===== src/rtl/mips_defs_pkg.sv =====
// Shared MIPS front-end definitions: default vectors, fetch state and redirect-source encodings.
package mips_defs;

   localparam logic [31:0] RESET_PC_DEF   = 32'h0000_0000;
   localparam logic [31:0] EXC_VECTOR_DEF = 32'h0000_0080;

   typedef enum logic [1:0] {
      ST_BOOT  = 2'd0,
      ST_FETCH = 2'd1,
      ST_HOLD  = 2'd2
   } fetch_state_e;

   typedef enum logic [1:0] {
      RD_NONE = 2'd0,
      RD_EXC  = 2'd1,
      RD_BR   = 2'd2,
      RD_JMP  = 2'd3
   } redir_src_e;

   function automatic logic [31:0] word_align(input logic [31:0] addr);
      return {addr[31:2], 2'b00};
   endfunction

endpackage


===== src/rtl/pc_fetch_ctrl_npc.sv =====
// Sequential next-PC incrementer; wraps silently at the top of the address space.
module Npc (
   input  logic [31:0] npc_inpc,
   output logic [31:0] npc_outpc
);

   assign npc_outpc = npc_inpc + 32'd4;

endmodule


===== src/rtl/pc_fetch_ctrl.sv =====
// PC register and instruction-fetch sequencer: imem handshake, decode buffer, redirect tracking.
module pc_fetch_ctrl
   import mips_defs::*;
#(
   parameter logic [31:0] RESET_PC   = RESET_PC_DEF,
   parameter logic [31:0] EXC_VECTOR = EXC_VECTOR_DEF
) (
   input  logic        clk,
   input  logic        rst,
   input  logic        stall,
   input  logic        exc_en,
   input  logic        br_taken,
   input  logic [31:0] br_target,
   input  logic        jmp_en,
   input  logic [31:0] jmp_target,
   output logic [31:0] pc_out,
   output logic        imem_req,
   input  logic        imem_ack,
   input  logic [31:0] inst_in,
   output logic [31:0] inst_out,
   output logic [31:0] inst_pc,
   output logic        inst_valid
);

   fetch_state_e state_q, state_d;
   logic [31:0]  pc_q, pc_d;
   logic         req_q, req_d;
   logic [31:0]  inst_q, inst_d;
   logic [31:0]  ipc_q, ipc_d;
   logic         valid_q, valid_d;
   logic         pend_q, pend_d;
   logic [31:0]  pend_tgt_q, pend_tgt_d;

   redir_src_e   redir_src;
   logic         redir;
   logic [31:0]  redir_tgt;
   logic [31:0]  seq_pc;

   Npc u_npc (
      .npc_inpc  (pc_q),
      .npc_outpc (seq_pc)
   );

   always_comb begin
      if (exc_en)        redir_src = RD_EXC;
      else if (br_taken) redir_src = RD_BR;
      else if (jmp_en)   redir_src = RD_JMP;
      else               redir_src = RD_NONE;

      case (redir_src)
         RD_EXC:  redir_tgt = word_align(EXC_VECTOR);
         RD_BR:   redir_tgt = word_align(br_target);
         RD_JMP:  redir_tgt = word_align(jmp_target);
         default: redir_tgt = pc_q;
      endcase
      redir = (redir_src != RD_NONE);
   end

   always_comb begin
      state_d    = state_q;
      pc_d       = pc_q;
      inst_d     = inst_q;
      ipc_d      = ipc_q;
      valid_d    = valid_q;
      pend_d     = pend_q;
      pend_tgt_d = pend_tgt_q;

      case (state_q)
         ST_BOOT: begin
            if (redir) pc_d = redir_tgt;
            state_d = ST_FETCH;
         end
         ST_FETCH: begin
            if (imem_ack) begin
               // A redirect seen at any point during the fetch poisons the returned word.
               if (redir || pend_q) begin
                  pc_d   = redir ? redir_tgt : pend_tgt_q;
                  pend_d = 1'b0;
               end else begin
                  inst_d  = inst_in;
                  ipc_d   = pc_q;
                  valid_d = 1'b1;
                  pc_d    = seq_pc;
                  state_d = ST_HOLD;
               end
            end else if (redir) begin
               pend_d     = 1'b1;
               pend_tgt_d = redir_tgt;
            end
         end
         ST_HOLD: begin
            if (redir) begin
               valid_d = 1'b0;
               pc_d    = redir_tgt;
               state_d = ST_FETCH;
            end else if (!stall) begin
               valid_d = 1'b0;
               state_d = ST_FETCH;
            end
         end
         default: state_d = ST_BOOT;
      endcase

      req_d = (state_d == ST_FETCH);
   end

   always_ff @(posedge clk or posedge rst) begin
      if (rst) begin
         state_q    <= ST_BOOT;
         pc_q       <= RESET_PC;
         req_q      <= 1'b0;
         inst_q     <= '0;
         ipc_q      <= '0;
         valid_q    <= 1'b0;
         pend_q     <= 1'b0;
         pend_tgt_q <= '0;
      end else begin
         state_q    <= state_d;
         pc_q       <= pc_d;
         req_q      <= req_d;
         inst_q     <= inst_d;
         ipc_q      <= ipc_d;
         valid_q    <= valid_d;
         pend_q     <= pend_d;
         pend_tgt_q <= pend_tgt_d;
      end
   end

   assign pc_out     = pc_q;
   assign imem_req   = req_q;
   assign inst_out   = inst_q;
   assign inst_pc    = ipc_q;
   assign inst_valid = valid_q;

endmodule


===== config.mk =====
export PLATFORM = sky130hd
export DESIGN_NAME = pc_fetch_ctrl
export DESIGN_NICKNAME = d
export VERILOG_FILES = /design/src/rtl/mips_defs_pkg.sv /design/src/rtl/pc_fetch_ctrl_npc.sv /design/src/rtl/pc_fetch_ctrl.sv
export SDC_FILE = /design/constraint.sdc
export NUM_CORES = 1
export LEC_CHECK = 0
export CAP_MARGIN = 30
export CORE_MARGIN = 8
export CORE_UTILIZATION = 31
export DETAILED_ROUTE_END_ITERATION = 10
export GPL_TIMING_DRIVEN = 0
export PLACE_DENSITY = 0.56
export SKIP_CTS_REPAIR_TIMING = 1
export SLEW_MARGIN = 20
export SYNTH_ARGS = -nofsm -noshare
export SYNTH_HDL_FRONTEND = slang
export SYNTH_HIERARCHICAL = 1
export SYNTH_SLANG_ARGS = --single-unit

===== constraint.sdc =====
create_clock -name clk -period 5.12 [get_ports clk]
set_input_delay 1.024 -clock clk [delete_from_list [all_inputs] [get_ports clk]]
set_output_delay 1.024 -clock clk [all_outputs]
set_load 0.02 [all_outputs]

==> metrics.yaml, run 1 <==
start_util_pct: 31.5
overflow: 0
critPathCapture: "pc_out[12]$_DFFE_PP0P_"
antenna_cells: 0
cp_cell_sequence: "clkdlybuf4s50_1 > buf_2 > nor2b_1 > clkbuf_1 > buf_2 > a32oi_1 > a31oi_1"
dp_hpwl_um: 16100
seq_area_frac_synth_pct: 50.2
synthCells: 538
worstSkewPairLatency_ps: 420
clock-sinks: 133
synth_edf_count: 0
async_reset_ff_share_pct: 100
path_clk_slew_ps: 60
synth_top_cell_by_area: "dfrtp_1"
synthesis.area_um2: 6630
grt_pass1_vias: 5837
crit_start: "br_taken"
wl_um: 21800
num_io_pins: 201
synth_cell_types: 53
drive_above_1_share_pct: 20.0
post-synth-top-count-cell: "dfrtp_1"
rsz0062_at_grt: "no"
arrival_ps: 3190
cts_tree: "built"
fin_crit_sh_pct: 55.8
power_density_nw_per_um2: 380
ys_warn_count: 6
critPathKind: "primary input to register"
relSlewSlack_pct: 46.0
area_growth_pct: 43.4
netlist_top_cells_count: "dfrtp_1 (133), mux2_2 (77), mux2i_1 (31)"
worstRegToRegCells: 7
vias: 5339
dp_worst_setup_slack_ps: 1830
avgSynthCellArea_um2: 12.3
fp.coreArea_um2: 21000
power_uw: 3610
ys.flop_type: "dfrtp_1"
grt_max_degree: 94
yosysTopAreaCellShare_pct: 50.2
crit_top_cell: "buf_2"
tightest_slew_ps: 805
placed_cells: 1008
worstPathRequired_ps: 5450
htree_num_levels: 4
grt_pass1_wl_um: 33700
numPortBuffers: 194
routedWlPerCell_um: 21.0
power_leakage_uw: 0.00397
antenna_found_initial: 0
cap_viol_max_count: 0
cts_buffers: 17
hold_viol_final: 0
min_period_ps: 2860
hold_slack_ps: 482
critPathMaxFanout: 10
fmax_mhz: 350
hold_path.class: "register to register"
die_y_um: 162
ctsRootBufferMaster: "clkbuf_16"
postRouteAntennaNets: 0
timing.rr.start: "pc_out[4]$_DFFE_PP0P_"
clock_path_buffers: 2
max_stage_delay_ps: 540
synth_nets: 642
synth.area.top_cells: "dfrtp_1 (50%), mux2_2 (13%), mux2i_1 (4.7%), a221o_1 (3.0%), mux2_1 (2.9%)"
final_nets: 856
worst_setup_path_end_kind: "register"
die_w_um: 162
rows: 53
r2r_slack_ps: 2670
status: "completed"
start_kind: "primary input"
drv_slew: 0
vias_per_cell: 5.13
drt_iter0_markers: 294
yosys_register_bits: 133
tns_ps: 0
crit_path_top_delay_cell: "clkdlybuf4s50_1"
drc: 0
gp_congestion: 0.793
die_area_um2: 26300
peakVddDrop_mv: 0.224
fin_skew_ps: 9.73
setup_viol: 0
r2r_end: "pc_out[31]$_DFFE_PP0P_"
final_cell_count_no_fill: 1040
grt_usage_pct: 16.4
drtPass1Iterations: 4
setup_ws_ps: 2260
[critical path: cells and delay by family]
family,cells,cell delay (ps)
compound gates,2,420
buf+inv,4,1580
simple gates,1,140
[where the power goes]
part	internal [uW]	switching, uW
Clock	672	492
Sequential	1240	155
Combinational	551	496
Total	2470	1140
[per-stage QoR]
step / util [%] / area, um^2
4_1_cts: 45.2 / 9510
6_report: 45.2 / 9510
3_3_place_gp: 42.4 / 8920
2_1_floorplan: - / 6630
5_1_grt: 45.2 / 9510
3_5_place_dp: 42.6 / 8950
[cells by family (layout without fill, tap and decap cells)]
logic type / after synthesis / after routing / share of synthesized area [%]
buffers and inverters: 49 / 276 / 3.87
multiplexers: 125 / 125 / 20.6
AO/OA/AOI/OAI: 80 / 80 / 10.3
XOR/XNOR: 28 / 28 / 3.70
AND/OR/NAND/NOR: 122 / 122 / 11.1
flip-flops: 133 / 133 / 50.2
adder cells (fa/ha/maj): 1 / 1 / 0.189
[final cells by class]
type	instances	area, um^2
Fill cell	1957	11500
Sequential cell	133	3330
Multi-Input combinational cell	356	3050
Timing Repair Buffer	195	1970
Clock buffer	18	429
Tap cell	275	344
Buffer	39	219
Clock inverter	14	128
Inverter	10	45.0
[how the worst min path moves through the flow]
stage | startpoint | to | slack, ps | depth (start not counted)
after floorplan | pend_tgt_q[14]$_DFFE_PP0P_ | pend_tgt_q[14]$_DFFE_PP0P_ | 460 | 1
after CTS | inst_out[24]$_DFFE_PP0P_ | inst_out[24]$_DFFE_PP0P_ | 490 | 1
after global placement | inst_out[20]$_DFFE_PP0P_ | inst_out[20]$_DFFE_PP0P_ | 470 | 1
final | inst_out[24]$_DFFE_PP0P_ | inst_out[24]$_DFFE_PP0P_ | 480 | 1
after global routing | inst_out[24]$_DFFE_PP0P_ | inst_out[24]$_DFFE_PP0P_ | 500 | 1
after detailed placement | inst_out[24]$_DFFE_PP0P_ | inst_out[24]$_DFFE_PP0P_ | 480 | 1
[cell usage in the layout, fill, tap and decap left out, types with 2 or more instances in the layout]
cell type,count
a211oi_1,2
clkbuf_16,17
inv_6,4
nor2_1,8
a221o_1,20
o21ai_1,2
a21oi_1,13
or2_2,2
xnor2_1,21
clkinv_4,2
nor4_4,2
o22ai_1,3
a32oi_1,4
o2bb2ai_1,2
nand4_1,9
mux2_2,77
and2_1,2
a31oi_1,3
o221a_2,7
and3_1,2
xor2_1,7
mux2_1,17
clkinv_2,3
nand3_1,19
buf_2,16
nor2b_1,5
buf_4,2
nand2_1,23
clkinvlp_4,4
mux2i_1,31
inv_1,8
dfrtp_1,133
clkbuf_1,16
buf_6,6
nand2b_1,2
nor3_1,24
a32o_1,17
nand3b_1,13
clkdlybuf4s50_1,194
[per-layer routing]
metal | vias up | wire length (um) | GRT usage (%)
li1 | 2453 | - | -
met5 | - | 0 | 0
met1 | 2684 | 9740 | 20.5
met3 | 6 | 1380 | 4.48
met4 | 0 | 98 | 4.38
met2 | 196 | 10600 | 27.3
[sequential cells by signal, summed over array words and instances, names as in the netlist]
name,count
pc_out,32
inst_valid,1
inst_out,32
state_q,2
imem_req,1
pend_tgt_q,32
inst_pc,32
pend_q,1
Note: power is estimated with default switching activity, not from simulation.
==> run 2, diff against run 1 <==
- PLACE_DENSITY: 0.56 -> 0.58
- clock period: 5.12 -> 2.55 ns (I/O delays scaled with it)
==> metrics.yaml, run 2 (same netlist as run 1, synthesis figures left out) <==
die_area_um2: 26300
overflow: 0
clock-sinks: 133
min_period_ps: 2450
layout_commonest_cell: "clkdlybuf4s50_1"
worstHoldStart: "inst_pc[22]$_DFFE_PP0P_"
nFillCells: 1895
seqPwrFrac_pct: 37.3
die_y_um: 162
power_density_nw_per_um2: 780
max_stage_delay_ps: 690
drc: 0
path_depth: 7
cts_buffers: 17
dp_hpwl_um: 16200
drtPass1Iterations: 4
grt_pass1_wl_um: 33500
area_growth_pct: 45.5
cap_viol_max_count: 0
gr-max-usage-layer: "met2"
grt_pass1_vias: 5759
fp.coreArea_um2: 21000
grt_max_degree: 35
start_util_pct: 31.5
drive_above_1_share_pct: 20.7
ctsRootBufferMaster: "clkbuf_16"
gp_congestion: 0.793
r2r_end: "pc_out[31]$_DFFE_PP0P_"
power_uw: 7520
grtUsageMet2_pct: 26.8
antenna_found_initial: 0
status: "completed"
regArea_um2: 3330
worstPathRequired_ps: 2860
critPathKind: "register to register"
tns_ps: 0
worstSkewPairLatency_ps: 420
fmax_mhz: 409
r2r_slack_ps: 100
post-route-util_pct: 45.9
hold_path.class: "register to register"
place_area_um2: 9010
timing.rr.start: "pc_out[13]$_DFFE_PP0P_"
multi_input_area_um2: 3050
tightest_slew_ps: 821
worst_setup_path_end_kind: "register"
grt_usage_pct: 16.3
drv_slew: 0
vias_per_cell: 5.09
num_io_pins: 201
setup_ws_ps: 104
setup_viol: 0
drt_iter0_markers: 226
dp_worst_setup_slack_ps: -171
start_kind: "register"
fin_skew_ps: 8.31
routedWlPerCell_um: 20.5
rows: 53
vias: 5313
antenna_cells: 0
crit_start: "pc_out[13]$_DFFE_PP0P_"
switching_share_pct: 30.2
cp.buffers_inverters: 0
fin_crit_sh_pct: 95.9
peakVddDrop_mv: 0.484
cp_top_family: "simple AND/OR/NAND/NOR gates"
relSlewSlack_pct: 44.9
numPortBuffers: 194
p_clk_share_pct: 34.7
cts_tree: "built"
postRouteAntennaNets: 0
die_w_um: 162
cp_cell_sequence: "nand3_1 > nor4_4 > nand4_1 > xnor2_1 > mux2i_1 > nor3_1 > a221o_1"
critPathCapture: "pc_out[31]$_DFFE_PP0P_"
met1_usage_pct: 20.3
htree_num_levels: 4
path_clk_slew_ps: 60
layout_common_cells: "clkdlybuf4s50_1 (194), dfrtp_1 (132), mux2_2 (77), mux2i_1 (31), nor3_1 (24)"
p_switching_uw: 2270
p_int_uw: 5250
clock_path_buffers: 2
grt_use_met3_pct: 5.16
crit_path_top_delay_cell: "nor4_4"
final_nets: 860
critPathMaxFanout: 8
final_cell_area_um2: 9650
arrival_ps: 2750
power_leakage_uw: 0.00403
wl_um: 21400
pwr-share-comb_pct: 28.0
rsz0062_at_grt: "no"
hold_viol_final: 0
worstRegToRegCells: 7
run 2: metal layers:
layer	wire length (um)	share of wire, %
met5	0	0
met4	274	1.3
met3	1500	7.0
met2	9960	47
met1	9680	45
run 2: area by class of cell:
type                            count  area share, %
Clock buffer                       17           4.41
Multi-Input combinational cell    356           31.6
Buffer                             39           2.27
Tap cell                          275           3.57
Sequential cell                   133           34.5
Inverter                           10          0.428
Clock inverter                     15           2.11
Timing Repair Buffer              199           21.1
run 2: stage by stage:
step	hold WS, ps	cells
detailed placement	474	1011
CTS	488	1043
global placement	467	1007
global route	498	1044
floorplan	458	538
finish	482	1044
run 2: power by group through the flow:
stage / registers, uW / clock network [uW] / logic, uW
after floorplan: 3180 / 0 / 661
after global placement: 2830 / 0 / 2090
after detailed placement: 2850 / 0 / 2130
after CTS: 2810 / 2670 / 2140
after global routing: 2870 / 2760 / 2240
final: 2810 / 2610 / 2110
run 2: worst min path at each step:
stage,cells after the start,to,slack (ps)
6_report,1,inst_pc[22]$_DFFE_PP0P_,480
5_1_grt,1,inst_pc[2]$_DFFE_PP0P_,500
4_1_cts,1,inst_pc[22]$_DFFE_PP0P_,490
3_5_place_dp,1,inst_pc[22]$_DFFE_PP0P_,470
3_3_place_gp,1,inst_out[18]$_DFFE_PP0P_,470
2_1_floorplan,1,pend_tgt_q[14]$_DFFE_PP0P_,460
==> run 3, diff against run 2 <==
- TNS_END_PERCENT: not set -> 30
==> results of run 3 <==
Same layout as run 2: the final DEF is identical, and so are final timing and power.
